### config.mk
export PLATFORM = sky130hd
export DESIGN_NAME = gb_ucode_sequencer
export DESIGN_NICKNAME = d
export VERILOG_FILES = /design/src/rtl/gb_ucode_sequencer.sv
export SDC_FILE = /design/constraint.sdc
export NUM_CORES = 1
export LEC_CHECK = 0
export ABC_AREA = 1
export BUFFER_PORTS_ARGS = -buffer_cell sky130_fd_sc_hd__buf_2
export CORE_MARGIN = 4
export CORE_UTILIZATION = 36
export CTS_BUF_LIST = sky130_fd_sc_hd__clkbuf_8
export DETAILED_ROUTE_END_ITERATION = 6
export PLACE_DENSITY = 0.89
export SETUP_SLACK_MARGIN = 0.02
export SYNTH_ARGS = -nofsm -noshare
export SYNTH_HDL_FRONTEND = slang
export SYNTH_SLANG_ARGS = --single-unit
### constraint.sdc
create_clock -name clk -period 2.2 [get_ports clk]
set_input_delay 0.55 -clock clk [delete_from_list [all_inputs] [get_ports clk]]
set_output_delay 0.55 -clock clk [all_outputs]
set_load 0.01 [all_outputs]
### src/rtl/gb_ucode_sequencer.sv
// -----------------------------------------------------------------------------
// gb_ucode_sequencer
// Microcode sequencer for the CPU control unit. Tracks the current opcode,
// the CB-prefix table selection and the micro-step, addresses the microcode
// ROM and forwards the selected 70-bit control word to the field mapper.
//
// Ports:
//   clk, rst         single rising-edge clock, synchronous active-high reset
//   inst_byte/valid  opcode byte handshake, only sampled while in FETCH
//   cond_met         evaluated branch condition for COND micro-ops
//   stall            global hold (memory wait), lower priority than rst
//   ucode_addr       {cb_mode, opcode, step} straight from the registers
//   ucode_data       ROM word for ucode_addr, same cycle
//   control_signals  NOP_WORD in reset, FETCH_WORD in FETCH, ROM word in EXEC
//   in_fetch         high while waiting for an opcode byte
//   cb_mode          CB-prefix table selected for the current/next opcode
//   ucode_overflow   sticky: the micro-program tried to step past the last step
//
// Optional build macro GB_SEQ_PERF_EN adds the free-running performance
// counters instr_retired[31:0] and stall_cycles[31:0].
// -----------------------------------------------------------------------------
module gb_ucode_sequencer #(
    parameter int          STEP_W     = 3,
    parameter logic [69:0] FETCH_WORD = 70'h0,
    parameter logic [69:0] NOP_WORD   = 70'h0
) (
    input  logic              clk,
    input  logic              rst,
    input  logic [7:0]        inst_byte,
    input  logic              inst_valid,
    input  logic              cond_met,
    input  logic              stall,
    output logic [STEP_W+8:0] ucode_addr,
    input  logic [69:0]       ucode_data,
    output logic [69:0]       control_signals,
    output logic              in_fetch,
    output logic              cb_mode,
    output logic              ucode_overflow
`ifdef GB_SEQ_PERF_EN
    ,
    output logic [31:0]       instr_retired,
    output logic [31:0]       stall_cycles
`endif
);

    typedef enum logic {S_FETCH = 1'b0, S_EXEC = 1'b1} state_t;

    localparam logic [1:0]        ADV_NEXT  = 2'b00;
    localparam logic [1:0]        ADV_END   = 2'b01;
    localparam logic [1:0]        ADV_COND  = 2'b10;
    localparam logic [STEP_W-1:0] LAST_STEP = '1;

    state_t            state_q, state_d;
    logic [STEP_W-1:0] step_q, step_d;
    logic [7:0]        opcode_q, opcode_d;
    logic              cb_mode_q, cb_mode_d;
    logic              ovf_q, ovf_d;

    logic [1:0]        adv_sel;
    logic              advance;
    logic              finish;

    // State register
    always_ff @(posedge clk) begin
        if (rst) begin
            state_q   <= S_FETCH;
            step_q    <= '0;
            opcode_q  <= 8'h00;
            cb_mode_q <= 1'b0;
            ovf_q     <= 1'b0;
        end else begin
            state_q   <= state_d;
            step_q    <= step_d;
            opcode_q  <= opcode_d;
            cb_mode_q <= cb_mode_d;
            ovf_q     <= ovf_d;
        end
    end

    // Next-state logic. WAIT (2'b11) falls through both advance and finish,
    // so the step holds and the same ROM word is re-issued next cycle.
    always_comb begin
        state_d   = state_q;
        step_d    = step_q;
        opcode_d  = opcode_q;
        cb_mode_d = cb_mode_q;
        ovf_d     = ovf_q;
        adv_sel   = ucode_data[34:33];
        advance   = (adv_sel == ADV_NEXT) || ((adv_sel == ADV_COND) && cond_met);
        finish    = (adv_sel == ADV_END)  || ((adv_sel == ADV_COND) && !cond_met);

        if (state_q == S_FETCH) begin
            if (inst_valid && !stall) begin
                opcode_d = inst_byte;
                step_d   = '0;
                state_d  = S_EXEC;
            end
        end else if (!stall) begin
            if (advance) begin
                if (step_q == LAST_STEP) begin
                    // Runaway micro-program: flag it and abandon the
                    // instruction instead of wrapping into its own step 0.
                    ovf_d     = 1'b1;
                    step_d    = '0;
                    state_d   = S_FETCH;
                    cb_mode_d = 1'b0;
                end else begin
                    step_d = step_q + STEP_W'(1);
                end
            end else if (finish) begin
                step_d    = '0;
                state_d   = S_FETCH;
                cb_mode_d = ucode_data[48];
            end
        end
    end

    // Output logic
    always_comb begin
        ucode_addr     = {cb_mode_q, opcode_q, step_q};
        in_fetch       = (state_q == S_FETCH);
        cb_mode        = cb_mode_q;
        ucode_overflow = ovf_q;
        if (rst) begin
            control_signals = NOP_WORD;
        end else if (state_q == S_FETCH) begin
            control_signals = FETCH_WORD;
        end else begin
            control_signals = ucode_data;
        end
    end

`ifdef GB_SEQ_PERF_EN
    logic [31:0] instr_retired_q, instr_retired_d;
    logic [31:0] stall_cycles_q, stall_cycles_d;

    // Every EXEC->FETCH transition is an instruction end (END, COND not
    // taken, or overflow), so retirement is derived from the transition.
    always_comb begin
        instr_retired_d = instr_retired_q;
        stall_cycles_d  = stall_cycles_q;
        if ((state_q == S_EXEC) && (state_d == S_FETCH)) begin
            instr_retired_d = instr_retired_q + 32'd1;
        end
        if ((state_q == S_EXEC) && stall) begin
            stall_cycles_d = stall_cycles_q + 32'd1;
        end
    end

    always_ff @(posedge clk) begin
        if (rst) begin
            instr_retired_q <= '0;
            stall_cycles_q  <= '0;
        end else begin
            instr_retired_q <= instr_retired_d;
            stall_cycles_q  <= stall_cycles_d;
        end
    end

    assign instr_retired = instr_retired_q;
    assign stall_cycles  = stall_cycles_q;
`endif

endmodule

# == Word level (Yosys, flattened, before mapping) ==
# Index checks and enable logic that the tools add are counted.
# word_totals
out_inout_bits,85
regBits,14
input_bits,83
# classes
addsub,1
reduce_logical,14
n_eq_ne,6
n_mux,17
bitwise_logic,2
# ops
op,n
$mux W70,2
$mux W3,6
$mux W1,9
$reduce_and A4 Y1,2
$reduce_bool A2 Y1,2
$add A3 B1 Y3 const B,1
$eq A3 B3 Y1 const B,1
$logic_and A1 B1 Y1,3
$ne A3 B1 Y1 const B,1
$reduce_and A3 Y1,1
$eq A2 B1 Y1 const B,1
$eq A2 B2 Y1 const B,1
$logic_not A1 Y1,2
$logic_not A2 Y1,1
$logic_or A1 B1 Y1,2
$ne A2 B1 Y1 const B,1
$ne A2 B2 Y1 const B,1
$not A1 Y1,2
$reduce_and A2 Y1,1

# == Logic depth before layout (Yosys ltp) ==
# depth
word_depth,7
ltp_mapped,7
mapped_depth_nobuf,7

# == Worst setup path after synthesis ==
# Ideal clock, no wire load.
# synth_timing
path_type,input to output
from,input rst
to,output control_signals[0]
arrival_time_ns,1.045
required_ns,1.650
slack_ns,0.605
cell_stages,3
path_cell_list,buf_2 > buf_2 > nor2_1
# synth_via
elab_chain_len,1
# synth_rtl
element,line_no,text
start: declaration,28,"input logic rst,"
$mux W70,124,if (rst) begin
end: declaration,35,"output logic [69:0] control_signals,"
# Every way passes these cells.

# == Worst setup path after layout ==
# layout_timing
from,register state_q
to,output control_signals[52]
# layout_via
elab_chain_len,2
# layout_rtl
element,line_no,text
start: declaration,53,"state_t state_q, state_d;"
start signal: assignment,72,state_q <= state_d;
$mux W70,126,end else if (state_q == S_FETCH) begin
$mux W70,124,
# Every way passes these cells.

==> metrics.md <==
| Metric | Value |
|---|---|
| Setup TNS | `0 ns` |
| Final hold vios | `0` |
| Fraction of layout cells with a size suffix above 1 | `47.3%` |
| Cts-stage hold buffer count | `0` |
| Peak Freq | `558 MHz` |
| # rows | `21` |
| DR iter-0 viols | `58` |
| Cell variety after synth | `21` |
| Worst slew margin | `78.0%` |
| Largest family of logic cells by synthesized area | `simple AND/OR/NAND/NOR gates` |
| Synth Area in Adders | `1.90%` |
| RePlAce Congestion | `0.736` |
| Resized Gates After CTS | `0` |
| Peak supply drop | `0.363 mV` |
| Core area | `0.00344 mm^2` |
| Hpwl dp | `4270 um` |
| GR Overflow Total | `0` |
| Final WS setup | `0.407 ns` |
| Startpoint Class | `flop` |
| Residual DRC count | `0` |
| Die width | `between 60 and 70 um` |
| Vias | `1911` |
| Slew @ Worst Pin | `0.329 ns` |
| Clk_skew | `~0.0037 ns` |
| Worst hold start | `opcode_q[4]$_SDFFE_PP0P_` |
| Number of port buffers | `around 170` |
| Final Util | `62.6%` |
| Fin crit period | `approximately 1.8 ns` |
| Fin crit share | `between 80% and 90%` |
| Die H | `between 60 and 70 um` |
| Post-synthesis compound-gate area fraction | `8.73%` |
| Final setup fails | `0` |
| CTS buffer count | `3` |
| Critical path type | `reg -> out` |
| TritonCTS Sinks | `14` |
| Diode count | `0` |
| Warnings from Yosys | `0` |
| Total power draw | `0.825 mW` |
| Worst Setup SP | `state_q$_SDFF_PP0_` |
| Max FO, Critical Path | `33` |
| Drt pass-1 iters | `6` |
| First-pass GRT wire length | `6980 um` |
| Syn avg cell area | `5.54 um^2` |
| PD cells | `383 mW/mm^2` |
| P_leak | `1.31 nW` |
| Hold slack | `0.451 ns` |
| Fin. max-slew vios | `0` |
| FF+latch count, synth | `14` |
| Initial core utilization | `38.3%` |
| Netlist Area Pre-Place | `about 0.0013 mm^2` |
| Register area share after synthesis | `21.3%` |
| Pre-CTS setup slack | `0.445 ns` |
| Die area | `0.00470 mm^2` |
| Number of global-route vias before repair | `1667` |
| Initial antenna violation count | `0` |
| CTS tree | `yes` |
| Required @ worst endpoint | `about 1.7 ns` |
| Layout Area Growth over Synthesis | `63.5%` |
| Skew-Pair Late Insertion Delay | `0.24 ns` |
| # nets final | `between 400 and 500` |
| Status | `completed` |
| Reg2Reg Launch Point | `state_q$_SDFF_PP0_` |
| Simple-gate share of the synthesized area | `51.7%` |
| RSZ-0062 raised after global routing | `no` |
| Postcts setup bufs | `0` |
| Net count after synthesis | `323` |
| Syn Inst Count | `238` |
| Mux contribution to synthesized area | `0%` |
| Most frequent cells in the layout | `buf_2 (167), nand2_1 (81), nor2_1 (78)` |
| Deepest level of the CTS H-tree | `1` |
| Gr usage total | `around a fifth` |
| CTS Root Cell | `clkbuf_8` |
| Largest net degree at the start of global routing | `74` |
| DR WL/cell | `11.8 um` |
| Worst EP arrival | `1.24 ns` |
| DR vias/cell | `4.35` |
| CTS Buffer Depth | `2` |
| Clock Pin Slew Worst Setup and Hold Paths | `0.06 ns` |
| Routed Antenna Nets | `0` |
| # IOs | `168` |
| WL final | `5160 um` |
| Max-cap violations | `0` |
| Crit end category | `output port` |
| Most common cell after layout, fill and taps aside | `buf_2` |
| Tightest Hold Check Type | `reg -> reg` |
| Post-synthesis xor/xnor area fraction | `0%` |
## through the flow
stage | std cells | area, um^2
after detailed placement | 435 | 2100
after global placement | 435 | 2100
after floorplan | 238 | 1320
after global routing | 439 | 2160
after CTS | 439 | 2160
final | 439 | 2160
## registers in the layout, summed over array words and instances (netlist names)
| name | flops |
|---|---|
| opcode_q | 8 |
| cb_mode | 1 |
| step_q | 3 |
| ucode_overflow | 1 |
| state_q | 1 |
## cells by family after synthesis
kind of cell    after synthesis
fa+ha+maj                     2
flops                        14
buf+inv                      34
compound gates               20
simple gates                168
## routing by layer
| layer | vias to the layer above | wire, um | track usage (%) | part of all wire, % |
|---|---|---|---|---|
| li1 | 1020 | - | - | - |
| met3 | 2 | 572 | 4.38 | 11 |
| met4 | 0 | 15 | 4.96 | 0.29 |
| met5 | - | 0 | 0 | 0 |
| met2 | 81 | 2680 | 38.3 | 52 |
| met1 | 808 | 1890 | 19.8 | 37 |
## worst paths after layout
| check | end | slack [ns] | cells past startpoint |
|---|---|---|---|
| worst max register to register | step_q[0]$_SDFFE_PP0P_ | 0.93 | 7 |
| worst max-delay path | control_signals[52] | 0.41 | 4 |
| worst min register to register | opcode_q[4]$_SDFFE_PP0P_ | 0.45 | 2 |
| worst min-delay path | opcode_q[4]$_SDFFE_PP0P_ | 0.45 | 2 |
## worst max-delay path: stages, from the launching register on
cell	delay (ns)
dfxtp_2	0.35
buf_4	0.29
nand2_1	0.10
nor2_1	0.12
buf_2	0.14
## layout make-up
class / count / area, um^2
fillers: 335 / 1290
inverters: 15 / 56.3
multi-input cells: 190 / 822
flip-flops and latches: 14 / 282
clock buffers: 4 / 55.1
repair buffers: 170 / 883
well taps: 46 / 57.6
## cells in the mapped netlist
cell | number | area [um^2]
nand3_4 | 2 | 35.0
ha_1 | 2 | 25.0
a21oi_2 | 2 | 17.5
nand2_1 | 81 | 304
a21oi_1 | 8 | 40.0
dfxtp_1 | 14 | 280
nand2_4 | 1 | 11.3
buf_2 | 8 | 40.0
nor2_1 | 78 | 293
buf_4 | 3 | 22.5
o21ai_1 | 2 | 10.0
o21ai_0 | 6 | 30.0
nor3_1 | 2 | 10.0
inv_1 | 13 | 48.8
nand3_1 | 2 | 10.0
o21ai_2 | 2 | 17.5
nor2_2 | 1 | 6.26
buf_8 | 2 | 30.0
buf_6 | 6 | 67.6
nor3b_2 | 1 | 12.5
inv_2 | 2 | 7.51
## report_power, final
group,internal (mW),switching (mW),leakage [nW]
Sequential,0.269,0.00900,0.115
Clock,0.158,0.0942,0.0288
Combinational,0.130,0.165,1.17
Total,0.557,0.268,1.31
(Power assumes the default switching activity.)
